## src/rtl/aes_dsp_fb_skew_if.sv

```systemverilog
// aes_dsp_fb_skew_if: data/valid/mode bundle of the feedback row-skew buffer.
// master drives VIN/MODE/DIN and takes DOUT/VOUT/MOUT; slave is the buffer.
// Parity signals DIN_PAR/DOUT_PAR/PERR exist only with AES_FB_SKEW_PARITY_EN.
interface aes_dsp_fb_skew_if #(
   parameter int NB = 4
);
   logic [32*NB-1:0] DIN;
   logic             VIN;
   logic             MODE;
   logic [32*NB-1:0] DOUT;
   logic             VOUT;
   logic             MOUT;
`ifdef AES_FB_SKEW_PARITY_EN
   logic [4*NB-1:0]  DIN_PAR;
   logic [4*NB-1:0]  DOUT_PAR;
   logic             PERR;

   modport master (
      output DIN, VIN, MODE, DIN_PAR,
      input  DOUT, VOUT, MOUT, DOUT_PAR, PERR
   );
   modport slave (
      input  DIN, VIN, MODE, DIN_PAR,
      output DOUT, VOUT, MOUT, DOUT_PAR, PERR
   );
`else
   modport master (
      output DIN, VIN, MODE,
      input  DOUT, VOUT, MOUT
   );
   modport slave (
      input  DIN, VIN, MODE,
      output DOUT, VOUT, MOUT
   );
`endif
endinterface

```

## src/rtl/aes_dsp_fb_skew.sv

```systemverilog
// aes_dsp_fb_skew: (Inv)ShiftRows row-skew buffer for the AES DSP feedback.
// Ports: CLK, RSTN (async low), CE, bus (slave: DIN/VIN/MODE -> DOUT/VOUT/MOUT).
// Params: NB columns (4..8), DLY cycles per offset step, OREG output register.
// Optional macro AES_FB_SKEW_PARITY_EN adds DIN_PAR/DOUT_PAR/PERR checking.
module aes_dsp_fb_skew #(
   parameter int NB   = 4,
   parameter int DLY  = 1,
   parameter int OREG = 0
) (
   input  logic             CLK,
   input  logic             RSTN,
   input  logic             CE,
   aes_dsp_fb_skew_if.slave bus
);
   localparam int W = 32*NB;

   // Rijndael row offsets; the 256-bit block skips offset 2.
   function automatic int off_f(input int r);
      int o;
      unique case (r)
         0:       o = 0;
         1:       o = 1;
         2:       o = (NB == 8) ? 3 : 2;
         default: o = (NB == 8) ? 4 : 3;
      endcase
      return o;
   endfunction

   if (NB < 4 || NB > 8 || DLY < 1 || OREG < 0 || OREG > 1)
   begin : g_bad_param
      $error("aes_dsp_fb_skew: illegal NB=%0d DLY=%0d OREG=%0d",
             NB, DLY, OREG);
   end

   // Rows 1..3: column rotation happens before the delay line so each
   // byte uses the mode that arrived with it.
   for (genvar r = 1; r < 4; r++) begin : g_row
      localparam int OF = off_f(r);
      localparam int D  = DLY*OF;

      logic [8*NB-1:0] wr;
      logic [8*NB-1:0] dl [D];
      logic [D-1:0]    vl;
      logic [D-1:0]    ml;
      logic [8*NB-1:0] ob;
      logic            ov;
      logic            om;
`ifdef AES_FB_SKEW_PARITY_EN
      logic [NB-1:0]   pw;
      logic [NB-1:0]   pl [D];
      logic [NB-1:0]   op;
`endif

      for (genvar j = 0; j < NB; j++) begin : g_col
         localparam int SP = (j + OF) % NB;
         localparam int SM = (j - OF + NB) % NB;
         assign wr[8*j +: 8] = bus.MODE ?
            bus.DIN[W-1-32*SM-8*r -: 8] :
            bus.DIN[W-1-32*SP-8*r -: 8];
`ifdef AES_FB_SKEW_PARITY_EN
         assign pw[j] = bus.MODE ?
            bus.DIN_PAR[4*NB-1-4*SM-r] :
            bus.DIN_PAR[4*NB-1-4*SP-r];
`endif
      end

      always_ff @(posedge CLK or negedge RSTN) begin
         if (!RSTN) begin
            for (int i = 0; i < D; i++) begin
               dl[i] <= '0;
`ifdef AES_FB_SKEW_PARITY_EN
               pl[i] <= '0;
`endif
            end
            vl <= '0;
            ml <= '0;
         end else if (CE) begin
            dl[0] <= wr;
            vl[0] <= bus.VIN;
            ml[0] <= bus.MODE;
`ifdef AES_FB_SKEW_PARITY_EN
            pl[0] <= pw;
`endif
            for (int i = 1; i < D; i++) begin
               dl[i] <= dl[i-1];
               vl[i] <= vl[i-1];
               ml[i] <= ml[i-1];
`ifdef AES_FB_SKEW_PARITY_EN
               pl[i] <= pl[i-1];
`endif
            end
         end
      end

      assign ob = dl[D-1];
      assign ov = vl[D-1];
      assign om = ml[D-1];
`ifdef AES_FB_SKEW_PARITY_EN
      assign op = pl[D-1];
`endif
   end

   logic [3:0]   rv;
   logic [3:0]   rm;
   logic [W-1:0] dc;
   logic         vc;

   assign rv = {g_row[3].ov, g_row[2].ov,
                g_row[1].ov, bus.VIN};
   assign rm = {g_row[3].om, g_row[2].om,
                g_row[1].om, bus.MODE};

   // A word is valid only when every row is valid and no mode change
   // falls inside the skew window.
   assign vc = CE & (&rv) & ((&rm) | ~(|rm));

   always_comb begin
      dc = '0;
      for (int j = 0; j < NB; j++) begin
         dc[W-1-32*j  -: 8] = bus.DIN[W-1-32*j -: 8];
         dc[W-9-32*j  -: 8] = g_row[1].ob[8*j +: 8];
         dc[W-17-32*j -: 8] = g_row[2].ob[8*j +: 8];
         dc[W-25-32*j -: 8] = g_row[3].ob[8*j +: 8];
      end
   end

`ifdef AES_FB_SKEW_PARITY_EN
   logic [4*NB-1:0] pc;

   always_comb begin
      pc = '0;
      for (int j = 0; j < NB; j++) begin
         pc[4*NB-1-4*j] = bus.DIN_PAR[4*NB-1-4*j];
         pc[4*NB-2-4*j] = g_row[1].op[j];
         pc[4*NB-3-4*j] = g_row[2].op[j];
         pc[4*NB-4-4*j] = g_row[3].op[j];
      end
   end
`endif

   logic [W-1:0] dout_o;
   logic         vout_o;
   logic         mout_o;
`ifdef AES_FB_SKEW_PARITY_EN
   logic [4*NB-1:0] dpar_o;
`endif

   if (OREG != 0) begin : g_oreg
      logic [W-1:0] dout_q;
      logic         vout_q;
      logic         mout_q;
`ifdef AES_FB_SKEW_PARITY_EN
      logic [4*NB-1:0] dpar_q;
`endif

      always_ff @(posedge CLK or negedge RSTN) begin
         if (!RSTN) begin
            dout_q <= '0;
            vout_q <= 1'b0;
            mout_q <= 1'b0;
`ifdef AES_FB_SKEW_PARITY_EN
            dpar_q <= '0;
`endif
         end else if (CE) begin
            dout_q <= dc;
            vout_q <= vc;
            mout_q <= bus.MODE;
`ifdef AES_FB_SKEW_PARITY_EN
            dpar_q <= pc;
`endif
         end
      end

      assign dout_o = dout_q;
      assign vout_o = vout_q;
      assign mout_o = mout_q;
`ifdef AES_FB_SKEW_PARITY_EN
      assign dpar_o = dpar_q;
`endif
   end else begin : g_comb
      assign dout_o = dc;
      assign vout_o = vc;
      assign mout_o = bus.MODE;
`ifdef AES_FB_SKEW_PARITY_EN
      assign dpar_o = pc;
`endif
   end

   assign bus.DOUT = dout_o;
   assign bus.VOUT = vout_o;
   assign bus.MOUT = mout_o;

`ifdef AES_FB_SKEW_PARITY_EN
   logic perr_q;
   logic bad;
   logic err_now;

   always_comb begin
      bad = 1'b0;
      for (int i = 0; i < 4*NB; i++) begin
         if ((^dout_o[8*i +: 8]) != dpar_o[i]) bad = 1'b1;
      end
   end

   // Error is visible in the same cycle as the bad word, then sticks.
   assign err_now = vout_o & bad;

   always_ff @(posedge CLK or negedge RSTN) begin
      if (!RSTN) perr_q <= 1'b0;
      else       perr_q <= perr_q | err_now;
   end

   assign bus.DOUT_PAR = dpar_o;
   assign bus.PERR     = perr_q | err_now;
`endif
endmodule

```

## src/flat_wrapper.sv

```systemverilog
// flat-port wrapper written by rule: the top's interface ports become plain ports
module aes_dsp_fb_skew_flat 
#(
   parameter int NB   = 4,
   parameter int DLY  = 1,
   parameter int OREG = 0
)
  (CLK, RSTN, CE, bus_DIN, bus_VIN, bus_MODE, bus_DOUT, bus_VOUT, bus_MOUT);
  aes_dsp_fb_skew_if #(.NB(NB)) bus_i ();
  input  logic CLK;
  input  logic RSTN;
  input  logic CE;
  input wire logic [$bits(bus_i.DIN)-1:0] bus_DIN;
  input wire logic [$bits(bus_i.VIN)-1:0] bus_VIN;
  input wire logic [$bits(bus_i.MODE)-1:0] bus_MODE;
  output wire logic [$bits(bus_i.DOUT)-1:0] bus_DOUT;
  output wire logic [$bits(bus_i.VOUT)-1:0] bus_VOUT;
  output wire logic [$bits(bus_i.MOUT)-1:0] bus_MOUT;
  assign bus_i.DIN = bus_DIN;
  assign bus_i.VIN = bus_VIN;
  assign bus_i.MODE = bus_MODE;
  assign bus_DOUT = bus_i.DOUT;
  assign bus_VOUT = bus_i.VOUT;
  assign bus_MOUT = bus_i.MOUT;
  aes_dsp_fb_skew #(.NB(NB), .DLY(DLY), .OREG(OREG)) u_core (.CLK(CLK), .RSTN(RSTN), .CE(CE), .bus(bus_i));
endmodule
```

## config.mk

```make
export PLATFORM = sky130hd
export DESIGN_NAME = aes_dsp_fb_skew_flat
export DESIGN_NICKNAME = d
export VERILOG_FILES = /design/src/rtl/aes_dsp_fb_skew_if.sv /design/src/rtl/aes_dsp_fb_skew.sv /design/src/flat_wrapper.sv
export SDC_FILE = /design/constraint.sdc
export NUM_CORES = 1
export LEC_CHECK = 0
export ABC_AREA = 1
export CAP_MARGIN = 20
export CORE_ASPECT_RATIO = 1.25
export CORE_MARGIN = 1.5
export CORE_UTILIZATION = 40
export DETAILED_ROUTE_END_ITERATION = 6
export PLACE_DENSITY = 0.7
export RECOVER_POWER = 25
export SLEW_MARGIN = 10
export SYNTH_ARGS = -nofsm -noshare
export SYNTH_HDL_FRONTEND = slang
export SYNTH_SLANG_ARGS = --single-unit
```

## constraint.sdc

```tcl
create_clock -name CLK -period 1.1 [get_ports CLK]
set_input_delay 0.22 -clock CLK [delete_from_list [all_inputs] [get_ports CLK]]
set_output_delay 0.22 -clock CLK [all_outputs]
set_load 0.1 [all_outputs]
```

==> results of run 1 <==
-- Yosys cell counts, types with 2 or more instances --
library cell	count
buf_2	18
buf_4	102
buf_6	25
clkbuf_1	5
clkbuf_2	3
dfrtp_1	198
inv_1	114
nand2_1	467
nand3_1	64
nor2_1	2
o21ai_0	80
o21ai_1	19
-- state kept, by name, summed over array words and instances (netlist names) --
signal,cells
u_core.g_row.dl,128
u_core.g_row.ob,64
u_core.g_row.ml,3
u_core.g_row.vl,3
-- metrics by stage --
stage                     std cells  TNS [ns]
after floorplan                1101    -0.259
after global placement         1463     -1.38
after detailed placement       1463     -1.63
after CTS                      1513    -16.50
after global routing           1527    -29.38
final                          1527    -17.41
-- cells by family after synthesis --
logic type / count (synthesis)
flip-flops: 198
AO/OA/AOI/OAI: 100
AND/OR/NAND/NOR: 533
buffers and inverters: 270
-- layout make-up --
| class | count | area share (%) |
|---|---|---|
| Clock inverter | 10 | 1.16 |
| Sequential cell | 198 | 39.6 |
| Inverter | 116 | 3.49 |
| Tap cell | 283 | 2.81 |
| Timing Repair Buffer | 265 | 28.8 |
| Clock buffer | 22 | 3.60 |
| Multi-Input combinational cell | 633 | 20.6 |
-- layer usage --
metal	wire (microns)	global-route usage [%]	vias up
met1	8220	20.5	3231
met3	1620	6.76	32
li1	-	-	3497
met2	10400	30.8	197
met5	0	0	-
met4	473	6.82	0
-- power by group through the flow --
stage,Clock (uW),Combinational [uW],Sequential [uW]
4_1_cts,6540,7230,8770
3_5_place_dp,0,7100,8910
5_1_grt,6860,7620,8860
2_1_floorplan,0,4450,9480
3_3_place_gp,0,7030,8880
6_report,6370,7230,8770
-- worst max-delay path, cell delays in order (launching register included) --
cell and delay [ns]:
dfrtp_1 0.41, o21ai_1 0.15, nand2_1 0.12, nor2_4 0.12
buf_12 0.18
-- worst paths after layout --
| kind | cells after the start | endpoint |
|---|---|---|
| min reg2reg | 2 | u_core.g_row[3].dl[58] |
| min in group asynchronous | 2 | u_core.g_row[2].dl[61] |
| max | 4 | bus_VOUT |
| max reg2reg | 4 | u_core.g_row[3].ob[7] |
| min | 4 | u_core.g_row[3].ml[2] |
| max in group asynchronous | 4 | u_core.g_row[3].ob[20] |
-- cells in the final DEF (no fill, tap or decap), drive strengths merged --
master         instances
clkinv                 5
clkbuf                25
nand2                467
buf                  164
bufinv                 3
nand3                 64
o21ai                100
clkdlybuf4s50         97
nor2                   2
dfrtp                198
inv                  118
dlygate4sd3            1
-- timing repair --
item                                    in CTS  in global routing
setup buffers                               17                 14
hold endpoints to repair                   156                  0
resized for setup                            3                  0
hold buffers                                 1                  0
endpoints found under the setup margin      98                 97
pin swaps                                    2                  1
==> results.py, run 1 <==
metrics = {
    "logic_synthesis": {
        "synth-simple-area-share_pct": 22.7,
        "synth_compound_area_share_pct": 5.50,
        "synthAdderAreaFrac_pct": 0,
        "synthDistinctLibCells": 16,
        "ys.warnings.count": 0,
        "synth_top_family_by_area": "simple AND/OR/NAND/NOR gates",
        "synth_seq_cells": 198,
        "synth_area_leaders": "dfrtp_1, nand2_1, buf_4",
        "synth_xor_area_share_pct": 0,
        "synth-edff-count": 0,
        "synthesis.nets": 1234,
        "netlist_instances": 1101,
        "async_flop_share_pct": 100,
        "synth.mux.area_fraction_pct": 0,
        "ys_seq_area_share_pct": 54.1,
        "synth_area_per_cell_sq_um": 8.33,
        "syn_area_sq_mm": 0.00917,
        "synth_ff_type": "dfrtp_1",
        "yosys.area.top_type": "dfrtp_1",
        "synth_top_area_share_pct": 54.1,
    },
    "clock_network": {
        "cts_tree": "built",
        "cts_root_buffer": "clkbuf_16",
        "clock_latency_ns": 0.43,
        "clkSinkCount": 198,
        "clkTransAtPathRegs_ns": 0.07,
        "numCtsBuffers": 17,
        "clockBufferDepth": 2,
        "htreeDepth": 4,
    },
    "die": {
        "die-width_microns": 138,
        "die_y_microns": 172,
        "std_cell_rows": 61,
        "io_pins": 263,
        "core_sq_mm": 0.0224,
        "initial_core_util_pct": 41.0,
        "dieArea_sq_mm": 0.0238,
    },
    "timing": {
        "worst_hold_slack_ns": 0.135,
        "slew_violations": 0,
        "worst_pin_slew_ns": 0.509,
        "setup_violations": 158,
        "slew_headroom_pct": 66.0,
        "layout_setup_ws_ns": -0.518,
        "finalCritPeriodShare_pct": 147,
        "skew_ns": 0.00745,
        "hold_violations": 0,
        "fmax_mhz": 618,
        "rsz0062_at_grt": "true",
        "period_needed_ns": 1.62,
    },
    "setup_path": {
        "crit-reg2reg-launch": "u_core.g_row[3].ob[7]",
        "path_max_fanout": 3,
        "r2r_setup_slack_ns": 0.19,
        "cp.arrival_ns": 1.40,
        "crit_type": "flip-flop to output pin",
        "crit_start": "u_core.g_row[3].ml[2]",
        "crit_path_start_kind": "flip-flop",
        "cp-end-kind": "output pin",
        "required_ns": 0.88,
    },
    "global_route": {
        "grt_max_degree": 69,
        "grt_pass1_vias": 6828,
        "track_usage_pct": 18.0,
        "grt_pass1_wl_mm": 33.9,
        "grt-ovfl-total": 0,
        "antenna_found_initial": 0,
    },
    "finish": {
        "area.growth.synth_to_final_pct": 37.6,
        "diodes": 0,
        "final_util_pct": 56.4,
        "seq_area_sq_mm": 0.00500,
        "n_fill_cell": 1928,
        "fin_nets": 1364,
        "finalInstanceArea_sq_mm": 0.0126,
        "drive_gt1_share_pct": 18.6,
        "multi_input_comb_area_sq_mm": 0.00259,
    },
    "place": {
        "port_buffers": 198,
        "place_area_sq_mm": 0.0118,
        "routabilityCongestion": 0.798,
        "place_ws_ns": -0.261,
        "hpwl_mm": 14.9,
    },
    "power": {
        "p_leak_uw": 0.00638,
        "p_per_area_mw_per_mm2": 1770,
        "p_int_uw": 14500,
        "sw_frac_of_total_pct": 35.3,
        "p_clk_share_pct": 28.5,
        "seq_power_share_pct": 39.2,
        "combPwrFrac_pct": 32.3,
        "power_uw": 22400,
        "ir_drop_mv": 1.16,
        "power_switching_uw": 7900,
    },
    "drt": {
        "vias": 6957,
        "drtIter0Drc": 454,
        "routed_wl_mm": 20.7,
        "first_pass_iters": 5,
        "drcViolationCount": 0,
        "vias_per_cell": 4.56,
        "wl_per_cell_microns": 13.5,
        "ant_nets": 0,
    },
    "worst_hold_path": {
        "hold_path_class": "input pin to flip-flop",
        "holdCritStartpoint": "CE",
    },
    "status": {
        "status": "finished, violations left",
        "violations": "negative setup slack",
    },
    "job": {
        "cap_violations": 0,
    },
}
No activity file was read; power rests on OpenSTA's default activity.
==> run 2: changes to the inputs <==
--- a/config.mk
+++ b/config.mk
@@ -11,6 +11,7 @@
 export CORE_MARGIN = 1.5
 export CORE_UTILIZATION = 40
 export DETAILED_ROUTE_END_ITERATION = 6
+export HOLD_SLACK_MARGIN = 0.06
 export PLACE_DENSITY = 0.7
 export RECOVER_POWER = 25
 export SLEW_MARGIN = 10
==> results of run 2 <==
Final layout, timing and power as in run 1 (identical DEF).
==> run 3: changes to the inputs <==
--- a/config.mk
+++ b/config.mk
@@ -13,7 +13,7 @@
 export DETAILED_ROUTE_END_ITERATION = 6
 export HOLD_SLACK_MARGIN = 0.06
 export PLACE_DENSITY = 0.7
-export RECOVER_POWER = 25
+export SETUP_SLACK_MARGIN = 0.05
 export SLEW_MARGIN = 10
 export SYNTH_ARGS = -nofsm -noshare
 export SYNTH_HDL_FRONTEND = slang
==> results.py, run 3 (synthesis gave the netlist of run 1 again) <==
metrics = {
    "setup_path": {
        "required_ns": 0.88,
        "cp-end-kind": "output pin",
        "cp_cell_sequence": "o21ai_1, nand2_1, nor2_4, buf_12",
        "path_max_fanout": 3,
        "max_stage_delay_ns": 0.41,
        "critPathTopFamily": "flip-flops",
        "path_buf_inv": 1,
        "crit_type": "flip-flop to output pin",
        "cp.arrival_ns": 1.40,
        "crit_path_start_kind": "flip-flop",
        "crit_slowest_cell": "dfrtp_1",
    },
    "timing": {
        "fmax_mhz": 619,
        "worst_pin_slew_ns": 0.358,
        "worst_hold_slack_ns": 0.136,
        "rsz0062_at_grt": "true",
        "period_needed_ns": 1.62,
        "skew_ns": 0.00826,
        "slew_headroom_pct": 76.1,
        "layout_setup_ws_ns": -0.516,
        "hold_violations": 0,
        "setup_violations": 97,
        "finalCritPeriodShare_pct": 147,
        "slew_violations": 0,
    },
    "finish": {
        "n_fill_cell": 1919,
        "finalInstanceArea_sq_mm": 0.0127,
        "multi_input_comb_area_sq_mm": 0.00259,
        "fin_nets": 1364,
        "seq_area_sq_mm": 0.00500,
        "final_cell_mix": "nand2_1, dfrtp_1, buf_12, inv_1, clkdlybuf4s50_1",
        "diodes": 0,
        "drive_gt1_share_pct": 18.6,
        "top_register": "u_core.g_row.dl",
        "largest_reg_flops": 128,
        "final_util_pct": 56.6,
        "final_common_cell": "nand2_1",
        "area.growth.synth_to_final_pct": 38.2,
    },
    "clock_network": {
        "clkTransAtPathRegs_ns": 0.07,
        "clkSinkCount": 198,
        "htreeDepth": 4,
        "clock_latency_ns": 0.43,
        "clockBufferDepth": 2,
        "cts_root_buffer": "clkbuf_16",
        "numCtsBuffers": 17,
        "cts_tree": "built",
    },
    "global_route": {
        "grt_max_degree": 69,
        "grt.met2_usage_pct": 30.8,
        "grt_use_met3_pct": 6.76,
        "top_usage_layer": "met2",
        "grt_pass1_vias": 6828,
        "grt_pass1_wl_mm": 33.9,
        "track_usage_pct": 18.0,
        "grt-ovfl-total": 0,
        "met1_usage_pct": 20.5,
        "antenna_found_initial": 0,
    },
    "status": {
        "status": "finished, violations left",
        "violations": "negative setup slack",
    },
    "die": {
        "dieArea_sq_mm": 0.0238,
        "die-width_microns": 138,
        "std_cell_rows": 61,
        "core_sq_mm": 0.0224,
        "initial_core_util_pct": 41.0,
        "die_y_microns": 172,
        "io_pins": 263,
    },
    "power": {
        "combPwrFrac_pct": 32.4,
        "p_int_uw": 14500,
        "p_per_area_mw_per_mm2": 1770,
        "ir_drop_mv": 1.16,
        "p_leak_uw": 0.00640,
        "p_clk_share_pct": 28.4,
        "seq_power_share_pct": 39.2,
        "power_switching_uw": 7900,
        "sw_frac_of_total_pct": 35.3,
    },
    "drt": {
        "drcViolationCount": 0,
        "wl_per_cell_microns": 13.5,
        "vias_per_cell": 4.55,
        "routed_wl_mm": 20.7,
        "drtIter0Drc": 483,
        "vias": 6941,
        "first_pass_iters": 6,
        "ant_nets": 0,
    },
    "place": {
        "hpwl_mm": 14.9,
        "port_buffers": 198,
        "place_ws_ns": -0.261,
        "routabilityCongestion": 0.798,
        "place_area_sq_mm": 0.0118,
    },
    "worst_hold_path": {
        "hold_path_class": "input pin to flip-flop",
    },
    "job": {
        "cap_violations": 0,
    },
}
## run 3: cell types whose count changed in the layout (fill, tap and decap cells not counted), sizes merged
cell and delta:
clkbuf -2, buf +2
## run 3: routing by layer
metal | part of all wire [%] | up-vias
li1 | - | 3497
met1 | 40 | 3221
met2 | 50 | 190
met3 | 7.9 | 33
met4 | 2.3 | 0
met5 | 0 | -
## run 3: metrics by stage
step / TNS [ns] / cells / power (uW)
after floorplan: -0.259 / 1101 / 13900
after global placement: -1.38 / 1463 / 15900
after detailed placement: -1.63 / 1463 / 16000
after CTS: -16.50 / 1513 / 22500
after global routing: -18.17 / 1527 / 23400
final: -13.98 / 1527 / 22400
## run 3: area by class of cell
type	instances	area share [%]
Clock buffer	22	3.59
Clock inverter	10	1.16
Inverter	116	3.48
Multi-Input combinational cell	633	20.5
Sequential cell	198	39.4
Tap cell	283	2.80
Timing Repair Buffer	265	29.1
## run 3: repair_timing
item	4_1_cts	5_1_grt
hold buffers	1	0
endpoints found under the setup margin	98	98
gates cloned	0	0
buffers inserted	17	14
endpoints found under the hold margin	198	0
pin swaps	2	1
resized for setup	4	1
## run 3: power by group through the flow
stage               Clock [uW]  Combinational (uW)  Sequential (uW)
floorplan                    0                4450             9480
global placement             0                7030             8880
detailed placement           0                7100             8910
CTS                       6540                7230             8770
global route              6860                7650             8860
finish                    6370                7250             8770
## run 3: path summary, 6_finish.rpt
path                                   startpoint                     end  slack [ns]  cells past startpoint
min reg2reg                u_core.g_row[3].dl[58]  u_core.g_row[3].dl[58]        0.47                      2
max in group asynchronous                    RSTN   u_core.g_row[3].ml[1]        0.37                      3
min                                            CE   u_core.g_row[3].ml[2]        0.14                      4
max reg2reg                 u_core.g_row[3].ob[7]   u_core.g_row[3].ob[7]        0.19                      4
max                         u_core.g_row[3].ml[2]                bus_VOUT       -0.52                      4
min in group asynchronous                    RSTN  u_core.g_row[2].dl[61]        0.18                      2
## run 3: worst min-delay path, cell delays in order
cell and delay [ns]:
buf_6 0.11, inv_6 0.08, nand2_1 0.06, nand2_1 0.04
